### config.mk
export PLATFORM = sky130hd
export DESIGN_NAME = robo_odometria
export DESIGN_NICKNAME = d
export VERILOG_FILES = /design/src/rtl/robo_pkg.sv /design/src/rtl/robo_entulho_timer.sv /design/src/rtl/robo_odometria.sv
export SDC_FILE = /design/constraint.sdc
export NUM_CORES = 1
export LEC_CHECK = 0
export BUFFER_PORTS_ARGS = -buffer_cell sky130_fd_sc_hd__buf_2
export CELL_PAD_IN_SITES_DETAIL_PLACEMENT = 0
export CELL_PAD_IN_SITES_GLOBAL_PLACEMENT = 1
export CORE_ASPECT_RATIO = 0.9
export CORE_MARGIN = 1
export CORE_UTILIZATION = 36
export CTS_CLUSTER_SIZE = 14
export DETAILED_ROUTE_END_ITERATION = 10
export GPL_TIMING_DRIVEN = 0
export PLACE_DENSITY_LB_ADDON = 0.1
export SETUP_SLACK_MARGIN = 0.15
export SKIP_LAST_GASP = 1
export SLEW_MARGIN = 20
export SYNTH_ARGS = -nofsm -noshare
export SYNTH_HDL_FRONTEND = slang
export SYNTH_SLANG_ARGS = --single-unit
export TNS_END_PERCENT = 30
### constraint.sdc
create_clock -name clock -period 5.7 [get_ports clock]
set_input_delay 0.855 -clock clock [delete_from_list [all_inputs] [get_ports clock]]
set_output_delay 0.855 -clock clock [all_outputs]
set_load 0.05 [all_outputs]
### src/rtl/robo_pkg.sv
// Shared types and helpers for the Robo odometry slice: headings, map codes,
// tracker states, default debris lives and pose helper functions.
package robo_pkg;

  typedef enum logic [1:0] {
    ORI_N = 2'b00,
    ORI_S = 2'b01,
    ORI_L = 2'b10,
    ORI_O = 2'b11
  } orient_t;

  typedef enum logic [2:0] {
    LIVRE  = 3'd0,
    PAREDE = 3'd1,
    PRETA  = 3'd2,
    LEVE   = 3'd3,
    MEDIO  = 3'd4,
    PESADO = 3'd5
  } mapa_t;

  typedef enum logic [1:0] {
    PARADO,
    ATIVO,
    REMOVENDO,
    ANOMALIA
  } estado_t;

  typedef struct packed {
    logic [3:0] linha;
    logic [4:0] coluna;
  } celula_t;

  localparam int unsigned VIDA_LEVE_DEF   = 3;
  localparam int unsigned VIDA_MEDIO_DEF  = 6;
  localparam int unsigned VIDA_PESADO_DEF = 9;

  function automatic orient_t girar_esq(input orient_t o);
    unique case (o)
      ORI_N:   return ORI_O;
      ORI_O:   return ORI_S;
      ORI_S:   return ORI_L;
      default: return ORI_N;
    endcase
  endfunction

  // Zero means the code is not removable debris.
  function automatic logic [3:0] vida_total(input logic [2:0] tipo,
                                            input int unsigned leve,
                                            input int unsigned medio,
                                            input int unsigned pesado);
    case (tipo)
      LEVE:    return 4'(leve);
      MEDIO:   return 4'(medio);
      PESADO:  return 4'(pesado);
      default: return '0;
    endcase
  endfunction

  function automatic celula_t celula_frente(input logic [3:0] linha,
                                            input logic [4:0] coluna,
                                            input orient_t o);
    celula_t c;
    c.linha  = linha;
    c.coluna = coluna;
    unique case (o)
      ORI_N:   c.linha  = linha - 4'd1;
      ORI_S:   c.linha  = linha + 4'd1;
      ORI_L:   c.coluna = coluna + 5'd1;
      default: c.coluna = coluna - 5'd1;
    endcase
    return c;
  endfunction

endpackage

### src/rtl/robo_entulho_timer.sv
// Debris life countdown: loads the remaining removal cycles for a debris type
// and pulses when the count reaches zero.
module robo_entulho_timer
  import robo_pkg::*;
#(
  parameter int unsigned VIDA_LEVE   = VIDA_LEVE_DEF,
  parameter int unsigned VIDA_MEDIO  = VIDA_MEDIO_DEF,
  parameter int unsigned VIDA_PESADO = VIDA_PESADO_DEF
) (
  input  logic       clock,
  input  logic       reset,
  input  logic       limpar,
  input  logic       carregar,
  input  logic [2:0] tipo,
  input  logic       decrementar,
  output logic [3:0] vida,
  output logic       concluido
);

  logic [3:0] vida_q, vida_d;
  logic       concl_q, concl_d;
  logic [3:0] total;

  assign total = vida_total(tipo, VIDA_LEVE, VIDA_MEDIO, VIDA_PESADO);

  // The loading cycle already counts as one removal cycle.
  always_comb begin
    vida_d  = vida_q;
    concl_d = 1'b0;
    if (limpar) begin
      vida_d = '0;
    end else if (carregar && total != '0) begin
      vida_d  = total - 4'd1;
      concl_d = (total == 4'd1);
    end else if (decrementar && vida_q != '0) begin
      vida_d  = vida_q - 4'd1;
      concl_d = (vida_q == 4'd1);
    end
  end

  always_ff @(posedge clock) begin
    if (reset) begin
      vida_q  <= '0;
      concl_q <= 1'b0;
    end else begin
      vida_q  <= vida_d;
      concl_q <= concl_d;
    end
  end

  assign vida      = vida_q;
  assign concluido = concl_q;

endmodule

### src/rtl/robo_odometria.sv
// Pose and debris tracker downstream of the Robo controller: follows the
// movement/removal commands and flags moves that would leave the map.
module robo_odometria
  import robo_pkg::*;
#(
  parameter int unsigned LINHAS      = 10,
  parameter int unsigned COLUNAS     = 20,
  parameter int unsigned VIDA_LEVE   = VIDA_LEVE_DEF,
  parameter int unsigned VIDA_MEDIO  = VIDA_MEDIO_DEF,
  parameter int unsigned VIDA_PESADO = VIDA_PESADO_DEF
) (
  input  logic       clock,
  input  logic       reset,
  input  logic       carregar,
  input  logic [3:0] linha_ini,
  input  logic [4:0] coluna_ini,
  input  logic [1:0] orient_ini,
  input  logic       avancar,
  input  logic       girar,
  input  logic       recolher_entulho,
  input  logic [2:0] tipo_entulho,
  output logic [3:0] linha,
  output logic [4:0] coluna,
  output logic [1:0] orientacao,
  output logic [3:0] entulho_vida,
  output logic       entulho_removido,
  output logic [3:0] remov_linha,
  output logic [4:0] remov_coluna,
  output logic       anomalia
);

  localparam logic [4:0] LINHAS_W = 5'(LINHAS);
  localparam logic [5:0] COLUNAS_W = 6'(COLUNAS);
  localparam logic [3:0] LIN_MAX  = 4'(LINHAS - 1);
  localparam logic [4:0] COL_MAX  = 5'(COLUNAS - 1);

  estado_t    estado_q, estado_d;
  logic [3:0] linha_q, linha_d;
  logic [4:0] coluna_q, coluna_d;
  orient_t    orient_q, orient_d;
  logic       anomalia_q, anomalia_d;
  logic [3:0] remov_linha_q, remov_linha_d;
  logic [4:0] remov_coluna_q, remov_coluna_d;

  logic       carga_invalida, borda, eh_entulho;
  logic       t_limpar, t_carregar, t_dec;
  logic [3:0] vida_carga;
  celula_t    frente;

  assign carga_invalida = ({1'b0, linha_ini} >= LINHAS_W) ||
                          ({1'b0, coluna_ini} >= COLUNAS_W);
  assign vida_carga     = vida_total(tipo_entulho, VIDA_LEVE, VIDA_MEDIO, VIDA_PESADO);
  assign eh_entulho     = (vida_carga != '0);
  assign frente         = celula_frente(linha_q, coluna_q, orient_q);

  always_comb begin
    unique case (orient_q)
      ORI_N:   borda = (linha_q == '0);
      ORI_S:   borda = (linha_q == LIN_MAX);
      ORI_L:   borda = (coluna_q == COL_MAX);
      default: borda = (coluna_q == '0);
    endcase
  end

  always_comb begin
    estado_d       = estado_q;
    linha_d        = linha_q;
    coluna_d       = coluna_q;
    orient_d       = orient_q;
    anomalia_d     = anomalia_q;
    remov_linha_d  = remov_linha_q;
    remov_coluna_d = remov_coluna_q;
    t_limpar       = 1'b0;
    t_carregar     = 1'b0;
    t_dec          = 1'b0;
    if (estado_q != ANOMALIA && carregar) begin
      if (carga_invalida) begin
        estado_d   = ANOMALIA;
        anomalia_d = 1'b1;
      end else begin
        estado_d = ATIVO;
        linha_d  = linha_ini;
        coluna_d = coluna_ini;
        orient_d = orient_t'(orient_ini);
        t_limpar = 1'b1;
      end
    end else begin
      unique case (estado_q)
        ATIVO: begin
          if (recolher_entulho) begin
            if (eh_entulho) begin
              t_carregar = 1'b1;
              if (vida_carga == 4'd1) begin
                remov_linha_d  = frente.linha;
                remov_coluna_d = frente.coluna;
              end else begin
                estado_d = REMOVENDO;
              end
            end
          end else if (avancar) begin
            if (borda) begin
              estado_d   = ANOMALIA;
              anomalia_d = 1'b1;
            end else begin
              linha_d  = frente.linha;
              coluna_d = frente.coluna;
            end
          end else if (girar) begin
            orient_d = girar_esq(orient_q);
          end
        end
        REMOVENDO: begin
          if (recolher_entulho) begin
            t_dec = 1'b1;
            if (entulho_vida == 4'd1) begin
              estado_d       = ATIVO;
              remov_linha_d  = frente.linha;
              remov_coluna_d = frente.coluna;
            end
          end
        end
        default: ;
      endcase
    end
  end

  always_ff @(posedge clock) begin
    if (reset) begin
      estado_q       <= PARADO;
      linha_q        <= '0;
      coluna_q       <= '0;
      orient_q       <= ORI_N;
      anomalia_q     <= 1'b0;
      remov_linha_q  <= '0;
      remov_coluna_q <= '0;
    end else begin
      estado_q       <= estado_d;
      linha_q        <= linha_d;
      coluna_q       <= coluna_d;
      orient_q       <= orient_d;
      anomalia_q     <= anomalia_d;
      remov_linha_q  <= remov_linha_d;
      remov_coluna_q <= remov_coluna_d;
    end
  end

  robo_entulho_timer #(
    .VIDA_LEVE  (VIDA_LEVE),
    .VIDA_MEDIO (VIDA_MEDIO),
    .VIDA_PESADO(VIDA_PESADO)
  ) u_timer (
    .clock      (clock),
    .reset      (reset),
    .limpar     (t_limpar),
    .carregar   (t_carregar),
    .tipo       (tipo_entulho),
    .decrementar(t_dec),
    .vida       (entulho_vida),
    .concluido  (entulho_removido)
  );

  assign linha        = linha_q;
  assign coluna       = coluna_q;
  assign orientacao   = orient_q;
  assign remov_linha  = remov_linha_q;
  assign remov_coluna = remov_coluna_q;
  assign anomalia     = anomalia_q;

endmodule

==> impl_results.md, run 1 <==
- EDFF count, synth: 0
- Via Count: roughly 1900
- Cell depth of the worst flop-to-flop path: 9
- NumNets Final: 327
- Minimum clock period: ~2.4 ns
- Crit-path max cell delay: between 0.4 and 0.5 ns
- Vias in the first global route: 1640
- Final non-filler cell total: 355
- Power density cells: between 300 and 400 nW/um^2
- Crit-path leading delay family: compound AO/OA/AOI/OAI gates
- Number of CTS-inserted buffers: 3
- Clk pin slew, worst setup/hold paths: 0.10 ns
- Inst Count DP: approximately 350
- Sw Ratio: 44.3%
- Initial antenna violation count: 0
- Clock Sinks: 28
- Setup repair after global routing missed its margin: no
- DRT Wirelength: between 5000 and 6000 um
- Initial core utilization: 38.0%
- Startpoint types: flop
- Layout cell share with drive strength beyond 1: 23.3%
- Remaining antenna violation count after routing: 0
- # diodes: 0
- Slew headroom: 51.4%
- Min-delay worst type: flop to flop
- Worst EP required: 5.90 ns
- Critical Path Fanout Max: 10
- WS Path Type: flop to flop
- Post-synthesis compound-gate area fraction: 20.8%
- Mux share of post-synthesis cell area: under 10%
- Setup-failing EPs final: 0
- Commonest cells after routing, fill and taps aside: buf_2 (48), nor2_1 (36), dfxtp_1 (28), a21oi_1 (17)
- Hold path endpoint: remov_linha[2]
- First-pass detailed-route iteration total: 4
- Core Rows: 25
- Mean routed wirelength per cell: 15.1 um
- Maximum vdd ir drop: 140 uV
- Critical path cell sequence: inv_1 > ha_1 > and3_2 > o21ai_2 > o311ai_4 > a211oi_2 > buf_6 > nor2_1 > a311oi_2
- R2R Setup Slk: 3.28 ns
- Avg Synthesized Cell Area: 8.37 sq um
- Peak Freq: 413 MHz
- Residual DRC: 0
- CP max stage cell: dfxtp_1
- Die footprint: 5910 sq um
- Maxcap violations: 0
- Critical Path End Type: flop
- Iteration-0 DRC Markers: 62
- Post-synth cell types: 48
- Core area: 5320 sq um
- Reg2Reg Launch Point: orientacao[1]
- Tcrit/Tclk final: between 40% and 50%
- Syn nets: 279
- Area growth syn-to-layout: 17.5%
- Postcts setup bufs: 0
- Sw power: 0.324 mW
- Setup TNS: 0 ns
- CTS max path bufs: 2
- Hold WS: 0.497 ns
- Clk_skew: 0.00261 ns
- CP bufs+invs: 2
- Synth Area in Adders: 11.9%
- Async set-reset flop share out of synthesis: 0%
- Hold path depth: 2
- First-pass GRT wire length: 8310 um
- Width of the die: 80.9 um
- Overall routing resource usage: 18.4%
- Status: complete, no violations
- Fin. max-slew vios: 0
- Post-Syn Area: 2020 sq um
- H-tree levels: 1
- Critical Path AT: 2.62 ns
- Least-Margin Pin Slew: 0.726 ns
- Post-cts sizing count: 0
- Reg power frac: roughly a third
- Mapped Cells: 241
- FF-to-FF End: linha[3]
- Aggregate global routing overflow: 0
- Die Span Y: 73.0 um
- Port buffer count: 43
- IO Pins: 46
- Synth Warn #: 0
- Final Hold Fails: 0
- Most common cell after layout, fill and taps aside: buf_2
- Largest family of logic cells by synthesized area: simple AND/OR/NAND/NOR gates
- Post-CTS Hold Fix Bufs: 0
- Vias/cell: 5.32
- Post-DP HPWL: 4080 um
- LEAKAGE: approximately 1.0 nW
- Power Total: 0.732 mW
- Clock Latency Late Sink: between 0.2 and 0.3 ns
- Clock Power Share: 17.5%
- Synth Flop Type: dfxtp_1
- Launch point of the worst hold path: remov_linha[2]
- Post-Synth Simple-Gate Area: between 20% and 30%
- Post-synthesis sequential area ratio: 27.8%
- CTS tree: done
- Largest net degree at the start of global routing: 16
- GPL Wtd Cong: 0.774
- Internal power: 0.408 mW
- Register bit total from synthesis: 28
- XOR/XNOR Fraction of Synth Area: 3.91%
- Combinational Power Share: 48.6%
- Clock root cell: clkbuf_8
-- kinds of logic after synthesis --
logic type / after synthesis
xor+xnor: 9
mux: 13
buf+inv: 25
simple gates: 92
flops: 28
compound gates: 56
fa+ha+maj: 18
-- registers in the layout (all words and copies together) (netlist names) --
signal and cells:
anomalia 1, coluna 5, estado_q 2, linha 4, orientacao 2, remov_coluna 5
remov_linha 4, u_timer.concluido 1, u_timer.vida 4
-- Yosys cell counts (2+ instances only) --
cell | instances | share of area, %
xor2_1 | 3 | 1.3
a31oi_1 | 2 | 0.62
dfxtp_1 | 28 | 28
nand2b_1 | 8 | 2.5
o21ai_0 | 7 | 1.7
inv_1 | 13 | 2.4
buf_2 | 5 | 1.2
o211ai_1 | 5 | 1.9
a311oi_1 | 2 | 0.87
nor2_1 | 36 | 6.7
nand4_1 | 6 | 1.9
nor2b_1 | 5 | 1.5
a211oi_1 | 8 | 3.0
nor4_1 | 2 | 0.62
nand3_1 | 5 | 1.2
and2_1 | 2 | 0.62
a21o_1 | 2 | 0.74
nor4b_1 | 2 | 0.87
a311oi_2 | 2 | 1.5
nor3_1 | 2 | 0.50
mux2i_1 | 13 | 6.4
o31ai_1 | 2 | 0.74
clkbuf_1 | 4 | 0.74
ha_1 | 16 | 9.9
xnor2_1 | 6 | 2.6
nand2_1 | 16 | 3.0
fa_1 | 2 | 2.0
a21oi_1 | 17 | 4.2
-- power by group through the flow --
| stage | Clock [mW] | Combinational [mW] | Sequential, mW |
|---|---|---|---|
| final | 0.128 | 0.356 | 0.248 |
| after global routing | 0.140 | 0.385 | 0.252 |
| after CTS | 0.133 | 0.356 | 0.248 |
| after detailed placement | 0 | 0.354 | 0.253 |
| after global placement | 0 | 0.355 | 0.252 |
| after floorplan | 0 | 0.200 | 0.326 |
-- final cells by class --
class	count	area (sq um)
plain buffers	12	66.3
clock buffers	4	55.1
fillers	577	2950
inverters	13	48.8
multi-input cells	188	1340
flip-flops and latches	28	561
well taps	67	83.8
repair buffers	43	215
-- routing by layer --
layer	part of all wire, %	routed length [um]	GRT usage, %	vias to the layer above
met1	54	2900	29.2	896
li1	-	-	-	955
met5	0	0	0	-
met2	41	2220	26.4	32
met4	0.50	27	2.98	0
met3	4.1	223	2.25	4
-- worst max-delay path by stage --
| stage | from | to | slack [ns] | cells after the start |
|---|---|---|---|---|
| global route | coluna[0] | coluna[4] | 3.09 | 9 |
| floorplan | orientacao[1] | linha[3] | 3.21 | 10 |
| detailed placement | tipo_entulho[1] | u_timer.concluido | 3.06 | 9 |
| finish | orientacao[1] | linha[3] | 3.28 | 9 |
| global placement | tipo_entulho[1] | u_timer.concluido | 3.06 | 9 |
| CTS | coluna[0] | coluna[4] | 3.28 | 9 |
-- metrics by stage --
step	worst slack (ns)	util (%)	area, sq um
6_report	3.28	44.6	2370
4_1_cts	3.28	44.6	2370
3_5_place_dp	3.06	43.6	2320
5_1_grt	3.09	44.6	2370
3_3_place_gp	3.06	43.6	2320
2_1_floorplan	3.21	-	2020
-- worst min-delay path: cells and delay by family, from the launching register on --
| kind | cells | cell delay [ns] |
|---|---|---|
| and+or+nand+nor | 1 | 0.07 |
| DFF | 1 | 0.34 |
| AOI/OAI and AO/OA | 1 | 0.06 |
(Power assumes the default switching activity.)
==> inputs of run 2 (changes only) <==
==> constraint.sdc (replaced) <==
create_clock -name clock -period 2.4 [get_ports clock]
set_input_delay 0.36 -clock clock [delete_from_list [all_inputs] [get_ports clock]]
set_output_delay 0.36 -clock clock [all_outputs]
set_load 0.05 [all_outputs]
==> impl_results.md, run 2 (synthesis results as in run 1) <==
- Register area: 571 sq um (was 561 sq um)
- Final Hold Fails: 0 (unchanged)
- Commonest cells after routing, fill and taps aside: buf_2 (48), nor2_1 (36), dfxtp_1 (24), a21oi_1 (16), nand2_1 (16) (was buf_2 (48), nor2_1 (36), dfxtp_1 (28), a21oi_1 (17))
- Core Rows: 25 (unchanged)
- Residual DRC: 0 (unchanged)
- Hold WS: 0.329 ns (was 0.497 ns)
- H-tree levels: 1 (unchanged)
- Crit-path most repeated cell: inv_1
- Remaining antenna violation count after routing: 0 (unchanged)
- Setup repair after global routing missed its margin: yes (was no)
- Critical path cell sequence: inv_1 > ha_4 > inv_1 > ha_1 > a21o_1 > a21oi_2 > mux2i_1 > xnor2_1 > nand2_1 > a311oi_2 (was inv_1 > ha_1 > and3_2 > o21ai_2 > o311ai_4 > a211oi_2 > buf_6 > nor2_1 > a311oi_2)
- Post-DP HPWL: 3990 um (was 4080 um)
- R2R Setup Slk: 0.21 ns (was 3.28 ns)
- CTS tree: done (unchanged)
- Clk pin slew, worst setup/hold paths: 0.10 ns (about the same)
- Multi-input gate area: 1380 sq um (was 1340 sq um)
- Power Total: 1.79 mW (was 0.732 mW)
- Crit-path max cell delay: 0.38 ns (was 0.44 ns)
- Placement Setup Slack: 0.115 ns (was 3.06 ns)
- Fillers: 575 (was 577)
- Least-Margin Pin Slew: 0.795 ns (was 0.726 ns)
- Die Span Y: 73.0 um (unchanged)
- CP bufs+invs: 2 (unchanged)
- Minimum clock period: 2.19 ns (was 2.42 ns)
- Maxcap violations: 0 (unchanged)
- Setup TNS: 0 ns (unchanged)
- # diodes: 0 (unchanged)
- Clock root cell: clkbuf_8 (unchanged)
- Initial core utilization: 38.0% (unchanged)
- Number of CTS-inserted buffers: 3 (unchanged)
- Initial antenna violation count: 0 (unchanged)
- First-pass GRT wire length: 8560 um (was 8310 um)
- Overall routing resource usage: 19.2% (was 18.4%)
- First-pass detailed-route iteration total: 4 (unchanged)
- IO Pins: 46 (unchanged)
- Peak Freq: 456 MHz (was 413 MHz)
- Core area: 5320 sq um (unchanged)
- CP max stage cell: dfxtp_4 (was dfxtp_1)
- Aggregate global routing overflow: 0 (unchanged)
- Port buffer count: 43 (unchanged)
- Layout cell share with drive strength beyond 1: 27.4% (was 23.3%)
- Most common cell after layout, fill and taps aside: buf_2 (unchanged)
- Iteration-0 DRC Markers: 53 (was 62)
- Critical Path AT: 2.39 ns (was 2.62 ns)
- Tcrit/Tclk final: 91.3% (was 42.5%)
- Setup-failing EPs final: 0 (unchanged)
- Clock Latency Late Sink: 0.28 ns (about the same)
- GPL Wtd Cong: 0.794 (was 0.774)
- Vias in the first global route: 1616 (was 1640)
- WS Path Type: flop to flop (unchanged)
- Postcts setup bufs: 0 (unchanged)
- Critical Path Fanout Max: 7 (was 10)
- Worst EP required: 2.60 ns (was 5.90 ns)
- Mean routed wirelength per cell: 15.3 um (was 15.1 um)
- Final non-filler cell total: 355 (unchanged)
- Largest net degree at the start of global routing: 17 (was 16)
- Slew headroom: 46.8% (was 51.4%)
- Maximum vdd ir drop: 349 uV (was 140 uV)
- LEAKAGE: 1.04 nW (was 1.02 nW)
- Critical Path End Type: flop (unchanged)
- Clk_skew: 0.00581 ns (was 0.00261 ns)
- DRT Wirelength: 5440 um (was 5380 um)
- CTS max path bufs: 2 (unchanged)
- Power density cells: 735 nW/um^2 (was 309 nW/um^2)
- Crit-path leading delay family: compound AO/OA/AOI/OAI gates (unchanged)
- Area growth syn-to-layout: 20.7% (was 17.5%)
- Via Count: 1814 (was 1887)
- Inst Count DP: 351 (unchanged)
- Clock Sinks: 28 (unchanged)
- Width of the die: 80.9 um (unchanged)
- Min-delay worst type: input port to flop (was flop to flop)
- Vias/cell: 5.11 (was 5.32)
- Startpoint types: flop (unchanged)
- Status: complete, no violations (unchanged)
- NumNets Final: 327 (unchanged)
- Die footprint: 5910 sq um (unchanged)
- Fin. max-slew vios: 0 (unchanged)
- Worst setup margin: 0.208 ns (was 3.28 ns)
-- run 2: cell counts in the layout (fill, tap and decap cells not counted) --
Identical to the previous run, type by type.
-- run 2: final timing paths --
path / from / endpoint / cells past startpoint
setup / recovery: orientacao[1] / linha[3] / 10
hold / removal: reset / coluna[1] / 2
setup reg to reg: orientacao[1] / linha[3] / 10
hold reg to reg: anomalia / anomalia / 2
-- run 2: power by group --
| part | internal (mW) | switching, mW | leakage (nW) |
|---|---|---|---|
| Sequential | 0.525 | 0.0689 | 0.231 |
| Clock | 0.182 | 0.155 | 0.0339 |
| Combinational | 0.308 | 0.551 | 0.772 |
| Total | 1.02 | 0.774 | 1.04 |
-- run 2: cell type report --
class / instances / share of cell area, %
timing repair buffer: 43 / 8.83
clock buffer: 4 / 2.72
buffer: 12 / 2.93
inverter: 13 / 2.00
multi-input combinational: 188 / 56.7
tap: 67 / 3.44
sequential: 28 / 23.4
-- run 2: repair_timing --
item | 4_1_cts | 5_1_grt
setup endpoints to repair | 2 | 8
pin swaps | 0 | 2
hold endpoints to repair | 0 | 0
hold buffers | 0 | 0
resized for setup | 1 | 12
-- run 2: layer usage --
layer | GRT usage (%) | vias up | part of all wire (%)
met5 | 0 | - | 0
met4 | 2.38 | 0 | 0.33
met3 | 3.38 | 2 | 4.7
met2 | 27.9 | 44 | 41
met1 | 29.8 | 819 | 54
li1 | - | 949 | -
-- run 2: stage by stage --
stage	util, %	area, sq um
floorplan	-	2030
global placement	43.8	2330
detailed placement	43.8	2330
CTS	45.1	2400
global route	45.8	2440
finish	45.8	2440
